$ cat config.mk
export PLATFORM = sky130hd
export DESIGN_NAME = fetch_stage
export DESIGN_NICKNAME = d
export VERILOG_FILES = /design/src/rtl/fetch_stage.sv
export SDC_FILE = /design/constraint.sdc
export NUM_CORES = 1
export LEC_CHECK = 0
export BUFFER_PORTS_ARGS = -buffer_cell sky130_fd_sc_hd__buf_2
export CAP_MARGIN = 20
export CELL_PAD_IN_SITES_DETAIL_PLACEMENT = 2
export CELL_PAD_IN_SITES_GLOBAL_PLACEMENT = 2
export CORE_MARGIN = 8
export CORE_UTILIZATION = 30
export CTS_BUF_LIST = sky130_fd_sc_hd__clkbuf_4
export CTS_CLUSTER_DIAMETER = 120
export CTS_CLUSTER_SIZE = 24
export DETAILED_ROUTE_END_ITERATION = 8
export PLACE_DENSITY = 0.75
export SETUP_SLACK_MARGIN = 0.3
export SLEW_MARGIN = 0
export SYNTH_ARGS = -nofsm -noshare
export SYNTH_HDL_FRONTEND = slang
export SYNTH_SLANG_ARGS = --single-unit
export TNS_END_PERCENT = 30
$ cat constraint.sdc
create_clock -name clk_i -period 17.6 [get_ports clk_i]
set_clock_uncertainty 0.05 [all_clocks]
set_input_delay 4.4 -clock clk_i [delete_from_list [all_inputs] [get_ports clk_i]]
set_output_delay 4.4 -clock clk_i [all_outputs]
set_load 0.02 [all_outputs]
$ cat src/rtl/fetch_stage.sv
// fetch_stage: instruction-fetch stage with a single-outstanding instruction-memory port
// and the IF/ID pipeline register.
//
// Ports:
//   clk_i, rst_i           clock, asynchronous active-high reset
//   StallF_i               suppress new fetch requests
//   StallD_i               hold the IF/ID register
//   FlushD_i               clear the IF/ID register to a bubble
//   PCSrcE_i, PCTargetE_i  taken-branch redirect from execute
//   ImemReq_o, ImemAddr_o  request strobe and address (= PCF)
//   ImemValid_i, ImemRdata_i  response strobe and instruction word
//   InstrD_o, PCD_o, PCPlus4D_o, ValidD_o  IF/ID register contents
//   PCF_o                  current fetch PC
module fetch_stage #(
  parameter logic [31:0] RESET_PC  = 32'hBFC0_0000,
  parameter logic [31:0] NOP_INSTR = 32'h0000_0013
) (
  input  logic        clk_i,
  input  logic        rst_i,
  input  logic        StallF_i,
  input  logic        StallD_i,
  input  logic        FlushD_i,
  input  logic        PCSrcE_i,
  input  logic [31:0] PCTargetE_i,
  output logic        ImemReq_o,
  output logic [31:0] ImemAddr_o,
  input  logic        ImemValid_i,
  input  logic [31:0] ImemRdata_i,
  output logic [31:0] InstrD_o,
  output logic [31:0] PCD_o,
  output logic [31:0] PCPlus4D_o,
  output logic        ValidD_o,
  output logic [31:0] PCF_o
);

  typedef enum logic [1:0] {StIssue, StWait, StHold, StDiscard} state_t;

  state_t      state;
  logic [31:0] pcf;
  logic [31:0] hold_instr;
  logic [31:0] hold_pc;

  logic        req;
  logic        deliver;
  logic [31:0] deliver_instr;
  logic [31:0] deliver_pc;

  // A redirect in ISSUE cancels the request so the stale PC is never fetched.
  always_comb begin
    req           = !rst_i && (state == StIssue) && !StallF_i && !PCSrcE_i;
    deliver       = 1'b0;
    deliver_instr = ImemRdata_i;
    deliver_pc    = pcf;
    case (state)
      StWait: begin
        if (ImemValid_i && !PCSrcE_i && !StallD_i) deliver = 1'b1;
      end
      StHold: begin
        if (!PCSrcE_i && !StallD_i) begin
          deliver       = 1'b1;
          deliver_instr = hold_instr;
          deliver_pc    = hold_pc;
        end
      end
      default: ;
    endcase
  end

  always_ff @(posedge clk_i or posedge rst_i) begin
    if (rst_i) begin
      state      <= StIssue;
      pcf        <= RESET_PC;
      hold_instr <= 32'd0;
      hold_pc    <= 32'd0;
      InstrD_o   <= NOP_INSTR;
      PCD_o      <= 32'd0;
      PCPlus4D_o <= 32'd0;
      ValidD_o   <= 1'b0;
    end else begin
      // Redirect always wins over sequential advance, in every state.
      if (PCSrcE_i) begin
        pcf <= PCTargetE_i;
      end else if (deliver) begin
        pcf <= pcf + 32'd4;
      end

      case (state)
        StIssue: begin
          if (req) state <= StWait;
        end
        StWait: begin
          if (ImemValid_i) begin
            if (PCSrcE_i) begin
              state <= StIssue;
            end else if (StallD_i) begin
              hold_instr <= ImemRdata_i;
              hold_pc    <= pcf;
              state      <= StHold;
            end else begin
              state <= StIssue;
            end
          end else if (PCSrcE_i) begin
            // Response still owed for the old PC; must drain it first.
            state <= StDiscard;
          end
        end
        StHold: begin
          if (PCSrcE_i || !StallD_i) state <= StIssue;
        end
        StDiscard: begin
          if (ImemValid_i) state <= StIssue;
        end
        default: state <= StIssue;
      endcase

      if (FlushD_i) begin
        InstrD_o   <= NOP_INSTR;
        PCD_o      <= 32'd0;
        PCPlus4D_o <= 32'd0;
        ValidD_o   <= 1'b0;
      end else if (StallD_i) begin
        // hold
      end else if (deliver) begin
        InstrD_o   <= deliver_instr;
        PCD_o      <= deliver_pc;
        PCPlus4D_o <= deliver_pc + 32'd4;
        ValidD_o   <= 1'b1;
      end else begin
        InstrD_o   <= NOP_INSTR;
        PCD_o      <= 32'd0;
        PCPlus4D_o <= 32'd0;
        ValidD_o   <= 1'b0;
      end
    end
  end

  assign ImemReq_o  = req;
  assign ImemAddr_o = pcf;
  assign PCF_o      = pcf;

endmodule

==> results of run 1 <==
-- through the flow --
stage / power [mW] / util
6_report: 1.20 / 0.356
3_5_place_dp: 0.960 / 0.346
3_3_place_gp: 0.937 / 0.346
4_1_cts: 1.22 / 0.355
5_1_grt: 1.28 / 0.356
2_1_floorplan: 0.846 / -
-- power by group --
| part | total, mW | leakage [nW] | internal (mW) | switching (mW) |
|---|---|---|---|---|
| Clock | 0.258 | 0.156 | 0.0776 | 0.180 |
| Combinational | 0.311 | 2.96 | 0.135 | 0.176 |
| Sequential | 0.635 | 2.49 | 0.540 | 0.0950 |
| Total | 1.20 | 5.60 | 0.753 | 0.452 |
-- layout by cell type (no fill, tap or decap), types with 3 or more instances in the layout --
master,instances
nand2_1,133
nor3_1,13
o211ai_1,9
nor2_1,34
mux2i_1,63
xnor2_1,11
buf_2,232
buf_4,13
nor4_1,4
a31oi_1,12
clkbuf_4,17
a21o_1,7
o31ai_1,10
and3_1,7
nor2b_1,6
nand4_1,14
inv_8,5
dfstp_2,12
a21oi_1,13
nand3_1,27
o22ai_1,3
ha_1,7
and2_1,5
and4_1,4
dfrtp_1,181
inv_1,15
o311ai_0,9
inv_6,3
a32o_1,13
a32oi_1,4
mux2_2,65
nor3b_1,4
or4_1,13
a41oi_1,4
or3_1,7
o21ai_0,100
a221o_1,7
-- how the worst min path moves through the flow --
stage	from	to	slack, ns	cells past startpoint
2_1_floorplan	hold_instr[0]	InstrD_o[0]	0.43	2
3_3_place_gp	ValidD_o	ValidD_o	0.40	2
3_5_place_dp	PCD_o[13]	PCD_o[13]	0.41	1
4_1_cts	PCD_o[13]	PCD_o[13]	0.45	1
5_1_grt	PCD_o[13]	PCD_o[13]	0.46	1
6_report	PCD_o[13]	PCD_o[13]	0.44	1
-- logic make-up (layout without fill, tap and decap cells) --
| group | after synthesis | after routing | synth area share |
|---|---|---|---|
| AOI/OAI and AO/OA | 205 | 205 | 0.137 |
| xor gates and xnor gates | 12 | 12 | 0.0109 |
| adders and majority gates | 7 | 7 | 0.00907 |
| buffers and inverters | 110 | 294 | 0.0587 |
| DFF | 193 | 193 | 0.502 |
| muxes | 128 | 128 | 0.141 |
| other | 0 | 1 | 0 |
| and+or+nand+nor | 284 | 284 | 0.141 |
-- cell type report --
| class | instances | area (um^2) |
|---|---|---|
| antenna | 1 | 2.50 |
| clock inverter | 15 | 171 |
| timing repair buffer | 246 | 1280 |
| tap | 402 | 503 |
| sequential | 193 | 4840 |
| multi-input combinational | 636 | 4270 |
| inverter | 16 | 67.6 |
| clock buffer | 17 | 128 |
| fill | 3509 | 20400 |
-- state kept, by name, summed over array words and instances (netlist names) --
| name | cells |
|---|---|
| ImemAddr_o | 32 |
| InstrD_o | 32 |
| PCD_o | 32 |
| PCPlus4D_o | 30 |
| ValidD_o | 1 |
| hold_instr | 32 |
| hold_pc | 32 |
| state | 2 |
-- per-layer routing --
| metal | up-vias | wire length (um) |
|---|---|---|
| met1 | 4035 | 16200 |
| met4 | 0 | 269 |
| met3 | 18 | 1320 |
| met5 | - | 0 |
| li1 | 3705 | - |
| met2 | 164 | 15400 |
==> flow_metrics.py, run 1 <==
metrics = {
    "final_layout": {
        "areaGrowthSynthToFinish_pct": 16.6,
        "instances_no_fill": 1526,
        "drive_gt1_frac": 0.324,
        "num-nets-final": 1188,
        "final_area_um2": 11300,
    },
    "sta": {
        "max_freq_mhz": 101,
        "final-hold-violation-count": 0,
        "fin_crit_sh": 0.561,
        "rsz0062_at_grt": "no",
        "report.final.slew_viol_count": 0,
        "worst_pin_slew_ns": 1.11,
        "slew_headroom": 0.252,
        "setup_ws_ns": 7.73,
        "tns_ns": 0,
        "fin_crit_ns": 9.87,
        "setup_violations": 0,
        "timing.hold.ws_ns": 0.443,
    },
    "floorplan": {
        "die_height_um": 195,
        "io_pins": 233,
        "die-area_um2": 38200,
        "rows": 65,
        "initial_utilization": 0.305,
        "core_um2": 31600,
        "die_w_um": 195,
    },
    "routing": {
        "vias": 7922,
        "initialDrtViolationCount": 291,
        "ant_nets": 0,
        "vias_per_cell": 5.19,
        "route.final.wire_length_um": 33200,
        "wl_per_cell_um": 21.7,
        "drt_pass1_iterations": 4,
        "drc": 0,
    },
    "cts": {
        "clock_latency_ns": 0.61,
        "cts_hold_buf": 0,
        "clock-root-buffer": "clkbuf_4",
        "htreeDepth": 4,
        "clock_sinks": 193,
        "clkSlewWorstSetupHoldPaths_ns": 0.17,
        "cts_setup_buffers": 0,
        "cts_tree": "yes",
        "numCtsBuffers": 17,
        "post_cts_resized": 0,
        "clockBufferDepth": 2,
    },
    "place": {
        "placedInstanceArea_um2": 10900,
        "hpwl_um": 23700,
        "dp_slack_ns": 7.70,
        "gp_congestion": 0.740,
        "io_buffers": 232,
        "placed_cells_incl_taps": 1491,
    },
    "worst_setup_path": {
        "timing.rr.end": "PCPlus4D_o[28]",
        "cp_top_family": "buffers and inverters",
        "crit_fanout": 45,
        "r2r_cells": 10,
        "cp_common_cell": "buf_2",
        "crit_type": "in2out",
        "crit_chain": "buf_2 -> buf_4 -> nor4b_1 -> buf_2",
        "cp.depth": 4,
        "max_stage_delay_ns": 0.41,
        "crit_required_ns": 13.15,
        "worstSetupEndpointType": "output port",
        "startpoint": "PCSrcE_i",
        "crit_buf_inv": 3,
        "cp-start-kind": "primary input",
        "reg2reg_from": "state[0]",
        "worstPathArrival_ns": 5.42,
        "crit_path_end": "ImemReq_o",
        "r2r_setup_slack_ns": 13.09,
        "slowest_stage": "nor4b_1",
    },
    "global_routing": {
        "use_met2": 0.275,
        "globalRoute.busiestLayer": "met2",
        "grt_overflow_total": 0,
        "use_met1": 0.242,
        "antenna_found_initial": 1,
        "gr-usage-met3": 0.0337,
        "grt_pass1_wl_um": 52700,
        "grt_util_all_layers": 0.173,
        "grt_pass1_vias": 8723,
        "grt_max_degree": 121,
    },
    "logic_synthesis": {
        "syn-num-nets": 1017,
        "seq_area_frac_synth": 0.502,
        "synth_top_area_cell": "dfrtp_1",
        "synth-warning-count": 0,
        "synth_seq_cells": 193,
        "async_flop_share": 1.00,
        "synth_flop_cell": "dfrtp_1",
        "synth_top_area_frac": 0.469,
        "synth_top_cells_by_area": "dfrtp_1 47%, mux2_2 7.6%, mux2i_1 6.5%",
        "synth_common_cells": "181 x dfrtp_1, 133 x nand2_1, 100 x o21ai_0",
        "synth-edff-count": 0,
        "syn_inst": 939,
        "synth_area_um2": 9660,
        "yosysMostFrequentCell": "dfrtp_1",
        "syn_area_per_cell_um2": 10.3,
        "synth.distinct_cells": 56,
    },
    "run_status": {
        "status": "finished clean",
    },
    "worst_hold_path": {
        "hold_class": "reg2reg",
    },
    "job": {
        "maxCapViolCount": 0,
    },
    "power": {
        "p_leak_nw": 5.60,
        "peakVddDrop_v": 0.0000387,
        "power_density_nw_per_um2": 107,
    },
}
No activity file was read; power rests on OpenSTA's default activity.
==> run 2, diff against run 1 <==
Settings changed: PLACE_DENSITY 0.75 to 0.78.
Clock period 17.6 ns to 8.9 ns, I/O delays scaled along.
==> run 2 against run 1 <==
- sequential cell count stayed put
- global-route usage is 0.053 points higher
- core utilization is 0.13 points lower
- clock power is 91% higher
- critical path type unchanged
- total power is 97% higher
- non-clock buffer count is 1 lower
- critical endpoint unchanged
- final cell count hardly changed
- die area stayed put
- sequential share of layout area is 0.16 points higher
==> flow_metrics.py, run 2 (synthesis results as in run 1) <==
metrics = {
    "final_layout": {
        "num-nets-final": 1187,
        "final_cell_mix": "232 x buf_2, 181 x dfrtp_1, 133 x nand2_1",
        "drive_gt1_frac": 0.323,
        "fillCellCount": 3516,
        "regArea_um2": 4840,
        "final_common_cell": "buf_2",
        "instances_no_fill": 1525,
        "multi_input_area_um2": 4270,
        "areaGrowthSynthToFinish_pct": 16.2,
        "final_util": 0.355,
    },
    "global_routing": {
        "globalRoute.busiestLayer": "met2",
        "grt_pass1_vias": 8746,
        "grt_util_all_layers": 0.174,
        "grt_overflow_total": 0,
        "antenna_found_initial": 1,
        "use_met1": 0.244,
        "grt_max_degree": 128,
        "gr-usage-met3": 0.0330,
        "use_met2": 0.269,
        "grt_pass1_wl_um": 52500,
    },
    "worst_hold_path": {
        "hold_class": "reg2reg",
        "worstHoldStart": "ValidD_o",
    },
    "cts": {
        "cts_setup_buffers": 0,
        "clock-root-buffer": "clkbuf_4",
        "clock_latency_ns": 0.61,
        "clkSlewWorstSetupHoldPaths_ns": 0.15,
        "clockBufferDepth": 2,
        "numCtsBuffers": 17,
        "clock_sinks": 193,
        "post_cts_resized": 0,
        "cts_hold_buf": 0,
        "htreeDepth": 4,
        "cts_tree": "yes",
    },
    "routing": {
        "route.final.wire_length_um": 33400,
        "drt_pass1_iterations": 5,
        "drc": 0,
        "vias_per_cell": 5.29,
        "wl_per_cell_um": 21.9,
        "vias": 8065,
        "ant_nets": 0,
        "initialDrtViolationCount": 318,
    },
    "power": {
        "combPwrFrac": 0.261,
        "peakVddDrop_v": 0.0000733,
        "swShare": 0.374,
        "internal_power_mw": 1.48,
        "power_density_nw_per_um2": 211,
        "clkPwrFrac": 0.208,
        "power_switching_mw": 0.884,
        "p_leak_nw": 5.59,
        "pwr-share-seq": 0.531,
    },
    "floorplan": {
        "die-area_um2": 38200,
        "io_pins": 233,
        "core_um2": 31600,
        "initial_utilization": 0.305,
        "die_height_um": 195,
        "rows": 65,
        "die_w_um": 195,
    },
    "run_status": {
        "status": "finished clean",
    },
    "worst_setup_path": {
        "worstSetupEndpointType": "output port",
        "startpoint": "PCSrcE_i",
        "crit_required_ns": 6.63,
        "crit_type": "in2out",
        "cp-start-kind": "primary input",
        "reg2reg_from": "state[0]",
        "r2r_setup_slack_ns": 4.97,
        "crit_fanout": 10,
        "worstPathArrival_ns": 3.05,
    },
    "sta": {
        "fin_crit_ns": 5.32,
        "worst_pin_slew_ns": 1.03,
        "setup_violations": 0,
        "setup_ws_ns": 3.58,
        "tns_ns": 0,
        "slew_headroom": 0.304,
        "report.final.slew_viol_count": 0,
        "fin_crit_sh": 0.598,
        "max_freq_mhz": 188,
        "rsz0062_at_grt": "no",
        "final-hold-violation-count": 0,
    },
    "job": {
        "maxCapViolCount": 0,
    },
    "place": {
        "hpwl_um": 24600,
        "gp_congestion": 0.763,
        "io_buffers": 232,
        "dp_slack_ns": 3.35,
        "placed_cells_incl_taps": 1491,
    },
}
## run 2: cell count changes in the layout (fill, tap and decap cells not counted)
cell / change
clkinv_2: +1
clkinv_1: +1
clkinv_8: -2
buf_12: -1
clkinvlp_4: -1
clkinv_4: +1
## run 2: critical path, cell delays in order
cell and delay, ns:
buf_2 0.18, nor4b_1 0.40, buf_2 0.24
## run 2: layout make-up
| cell class | count | area share |
|---|---|---|
| multi-input cells | 636 | 0.380 |
| flip-flops and latches | 193 | 0.432 |
| inverters | 16 | 0.00602 |
| diodes | 1 | 0.000223 |
| well taps | 402 | 0.0448 |
| repair buffers | 245 | 0.112 |
| clock inverters | 15 | 0.0133 |
| clock buffers | 17 | 0.0114 |
## run 2: through the flow
step	cell area, um^2	hold slack (ns)	power, mW
after floorplan	9660	0.426	1.67
after global placement	10900	0.405	1.86
after detailed placement	10900	0.414	1.90
after CTS	11200	0.449	2.41
after global routing	11200	0.469	2.51
final	11200	0.442	2.37
## run 2: worst paths after layout
check	end	cells past startpoint
max	ImemReq_o	3
min	ValidD_o	2
max reg2reg	PCPlus4D_o[28]	9
min reg2reg	ValidD_o	2
max in group asynchronous	hold_instr[15]	3
min in group asynchronous	state[0]	2
## run 2: power groups by stage
stage / registers (mW) / clock network (mW) / logic, mW
floorplan: 1.25 / 0 / 0.421
global placement: 1.25 / 0 / 0.602
detailed placement: 1.28 / 0 / 0.628
CTS: 1.26 / 0.519 / 0.631
global route: 1.29 / 0.546 / 0.680
finish: 1.26 / 0.493 / 0.617
## run 2: per-layer routing
metal,up-vias,part of all wire
met3,33,0.040
li1,3715,-
met2,184,0.45
met1,4133,0.49
met5,-,0
met4,0,0.019
==> run 3, diff against run 2 <==
Settings changed: ABC_AREA from default to 1, CORE_UTILIZATION 30 to 29, PLACE_DENSITY 0.78 to 0.8.
Clock period 8.9 ns to 4.6 ns, I/O delays scaled along.
==> run 3 against run 2 <==
- worst hold slack improved by 0.0080 ns
- global-route usage rose by 0.84 points
- largest cell class unchanged
- critical path type unchanged
- die area rose by 6.7%
- critical endpoint unchanged
- critical path depth rose by 3
- sequential cell count did not move
- combinational power rose by 120%
- setup slack got worse by 2.4 ns
- cell area rose by 4.1%
- count of clock-buffer cells in the layout rose by 5
- synthesized area rose by 3.7%
- register-to-register slack got worse by 3.6 ns
- core utilization fell by 1.4 points
==> flow_metrics.py, run 3 <==
metrics = {
    "worst_setup_path": {
        "worstPathArrival_ns": 2.20,
        "crit_chain": "buf_2 -> buf_4 -> inv_1 -> nand2_1 -> nor3_1 -> buf_2",
        "crit_buf_inv": 4,
        "crit_type": "in2out",
        "worstSetupEndpointType": "output port",
        "cp_common_cell": "buf_2",
        "max_stage_delay_ns": 0.27,
        "cp_top_family": "buffers and inverters",
        "crit_fanout": 37,
        "crit_required_ns": 3.40,
        "slowest_stage": "inv_1",
        "cp-start-kind": "primary input",
    },
    "final_layout": {
        "areaGrowthSynthToFinish_pct": 16.6,
        "num-nets-final": 1469,
        "final_cell_mix": "373 x nand2_1, 232 x buf_2, 181 x dfrtp_1",
        "final_util": 0.341,
        "drive_gt1_frac": 0.246,
        "final_common_cell": "nand2_1",
        "instances_no_fill": 1861,
    },
    "sta": {
        "report.final.slew_viol_count": 0,
        "fin_crit_ns": 3.40,
        "slew_headroom": 0.507,
        "worst_pin_slew_ns": 0.740,
        "rsz0062_at_grt": "no",
        "tns_ns": 0,
        "setup_ws_ns": 1.20,
        "setup_violations": 0,
        "final-hold-violation-count": 0,
        "max_freq_mhz": 294,
        "fin_crit_sh": 0.739,
    },
    "routing": {
        "drc": 0,
        "vias_per_cell": 4.86,
        "wl_per_cell_um": 20.0,
        "ant_nets": 0,
        "initialDrtViolationCount": 455,
        "vias": 9047,
        "drt_pass1_iterations": 7,
        "route.final.wire_length_um": 37300,
    },
    "place": {
        "placed_cells_incl_taps": 1827,
        "hpwl_um": 28700,
        "dp_slack_ns": 0.971,
        "gp_congestion": 0.830,
        "io_buffers": 232,
    },
    "logic_synthesis": {
        "synth-warning-count": 0,
        "synth_seq_cells": 193,
        "synth_top_area_frac": 0.452,
        "synth_top_cells_by_area": "dfrtp_1 45%, nand2_1 14%, o21ai_0 5.7%",
        "synth_flop_cell": "dfrtp_1",
        "syn_area_per_cell_um2": 8.25,
        "async_flop_share": 1.00,
        "synth-edff-count": 0,
        "syn_inst": 1215,
        "synth_common_cells": "374 x nand2_1, 181 x dfrtp_1, 114 x o21ai_0",
        "seq_area_frac_synth": 0.484,
        "syn-num-nets": 1293,
        "synth.distinct_cells": 42,
        "yosysMostFrequentCell": "nand2_1",
        "synth_area_um2": 10000,
        "synth_top_area_cell": "dfrtp_1",
    },
    "cts": {
        "clock_latency_ns": 0.59,
        "cts_setup_buffers": 0,
        "cts_tree": "yes",
        "clockBufferDepth": 2,
        "post_cts_resized": 0,
        "numCtsBuffers": 17,
        "htreeDepth": 4,
        "cts_hold_buf": 0,
        "clock_sinks": 193,
        "clkSlewWorstSetupHoldPaths_ns": 0.15,
        "clock-root-buffer": "clkbuf_4",
    },
    "floorplan": {
        "rows": 68,
        "io_pins": 233,
        "die_height_um": 202,
        "die-area_um2": 40700,
        "die_w_um": 202,
        "core_um2": 34300,
        "initial_utilization": 0.292,
    },
    "power": {
        "internal_power_mw": 2.88,
        "combPwrFrac": 0.293,
        "swShare": 0.387,
        "power_mw": 4.69,
        "clkPwrFrac": 0.203,
        "pwr-share-seq": 0.504,
        "p_leak_nw": 6.10,
        "peakVddDrop_v": 0.000128,
        "power_density_nw_per_um2": 402,
        "power_switching_mw": 1.82,
    },
    "job": {
        "maxCapViolCount": 0,
    },
    "worst_hold_path": {
        "hold_class": "reg2reg",
    },
    "global_routing": {
        "grt_pass1_wl_um": 59100,
        "grt_pass1_vias": 10167,
        "grt_max_degree": 72,
        "grt_overflow_total": 0,
        "grt_util_all_layers": 0.182,
        "antenna_found_initial": 2,
    },
    "run_status": {
        "status": "finished clean",
    },
}
-- run 3: power by group through the flow --
| stage | Combinational, mW | Clock (mW) | Sequential [mW] |
|---|---|---|---|
| floorplan | 0.882 | 0 | 2.39 |
| global placement | 1.32 | 0 | 2.36 |
| detailed placement | 1.40 | 0 | 2.40 |
| CTS | 1.40 | 1.00 | 2.36 |
| global route | 1.53 | 1.06 | 2.42 |
| finish | 1.38 | 0.951 | 2.37 |
-- run 3: layout make-up --
class	instances	area [um^2]
flip-flops and latches	193	4840
clock inverters	10	114
clock buffers	22	165
repair buffers	248	1310
fillers	3953	22600
well taps	455	569
inverters	93	353
multi-input cells	838	4320
diodes	2	5.00
-- run 3: routing by layer --
metal | GRT usage | up-vias | wire length (um)
met5 | 0 | - | 0
met4 | 0.0428 | 0 | 512
met3 | 0.0336 | 30 | 1210
met2 | 0.302 | 178 | 17900
met1 | 0.242 | 4567 | 17700
li1 | - | 4272 | -
-- run 3: per-stage QoR --
| step | cell area [um^2] | hold WS [ns] |
|---|---|---|
| global route | 11700 | 0.476 |
| global placement | 11400 | 0.411 |
| floorplan | 10000 | 0.398 |
| detailed placement | 11400 | 0.418 |
| finish | 11700 | 0.450 |
| CTS | 11700 | 0.454 |
-- run 3: tightest hold or removal path: stages (launching register included) --
cell and delay [ns]:
dfrtp_1 0.37, nand2_1 0.05, nand2_1 0.05
-- run 3: logic make-up after synthesis --
| family | synth area share |
|---|---|
| AO/OA/AOI/OAI | 0.0909 |
| flip-flops | 0.484 |
| XOR/XNOR | 0.0175 |
| buffers and inverters | 0.0868 |
| adder cells (fa/ha/maj) | 0.00874 |
| AND/OR/NAND/NOR | 0.253 |
| multiplexers | 0.0594 |
-- run 3: path summary, 6_finish.rpt --
path | from | to | slack (ns) | cells after the start
max in group asynchronous | rst_i | PCPlus4D_o[13] | 3.04 | 3
worst min register to register | PCD_o[6] | PCD_o[6] | 0.45 | 2
worst max-delay path | PCSrcE_i | ImemReq_o | 1.20 | 6
worst max register to register | state[0] | PCPlus4D_o[27] | 1.36 | 12
worst min-delay path | PCD_o[6] | PCD_o[6] | 0.45 | 2
min in group asynchronous | rst_i | PCD_o[12] | 0.62 | 2
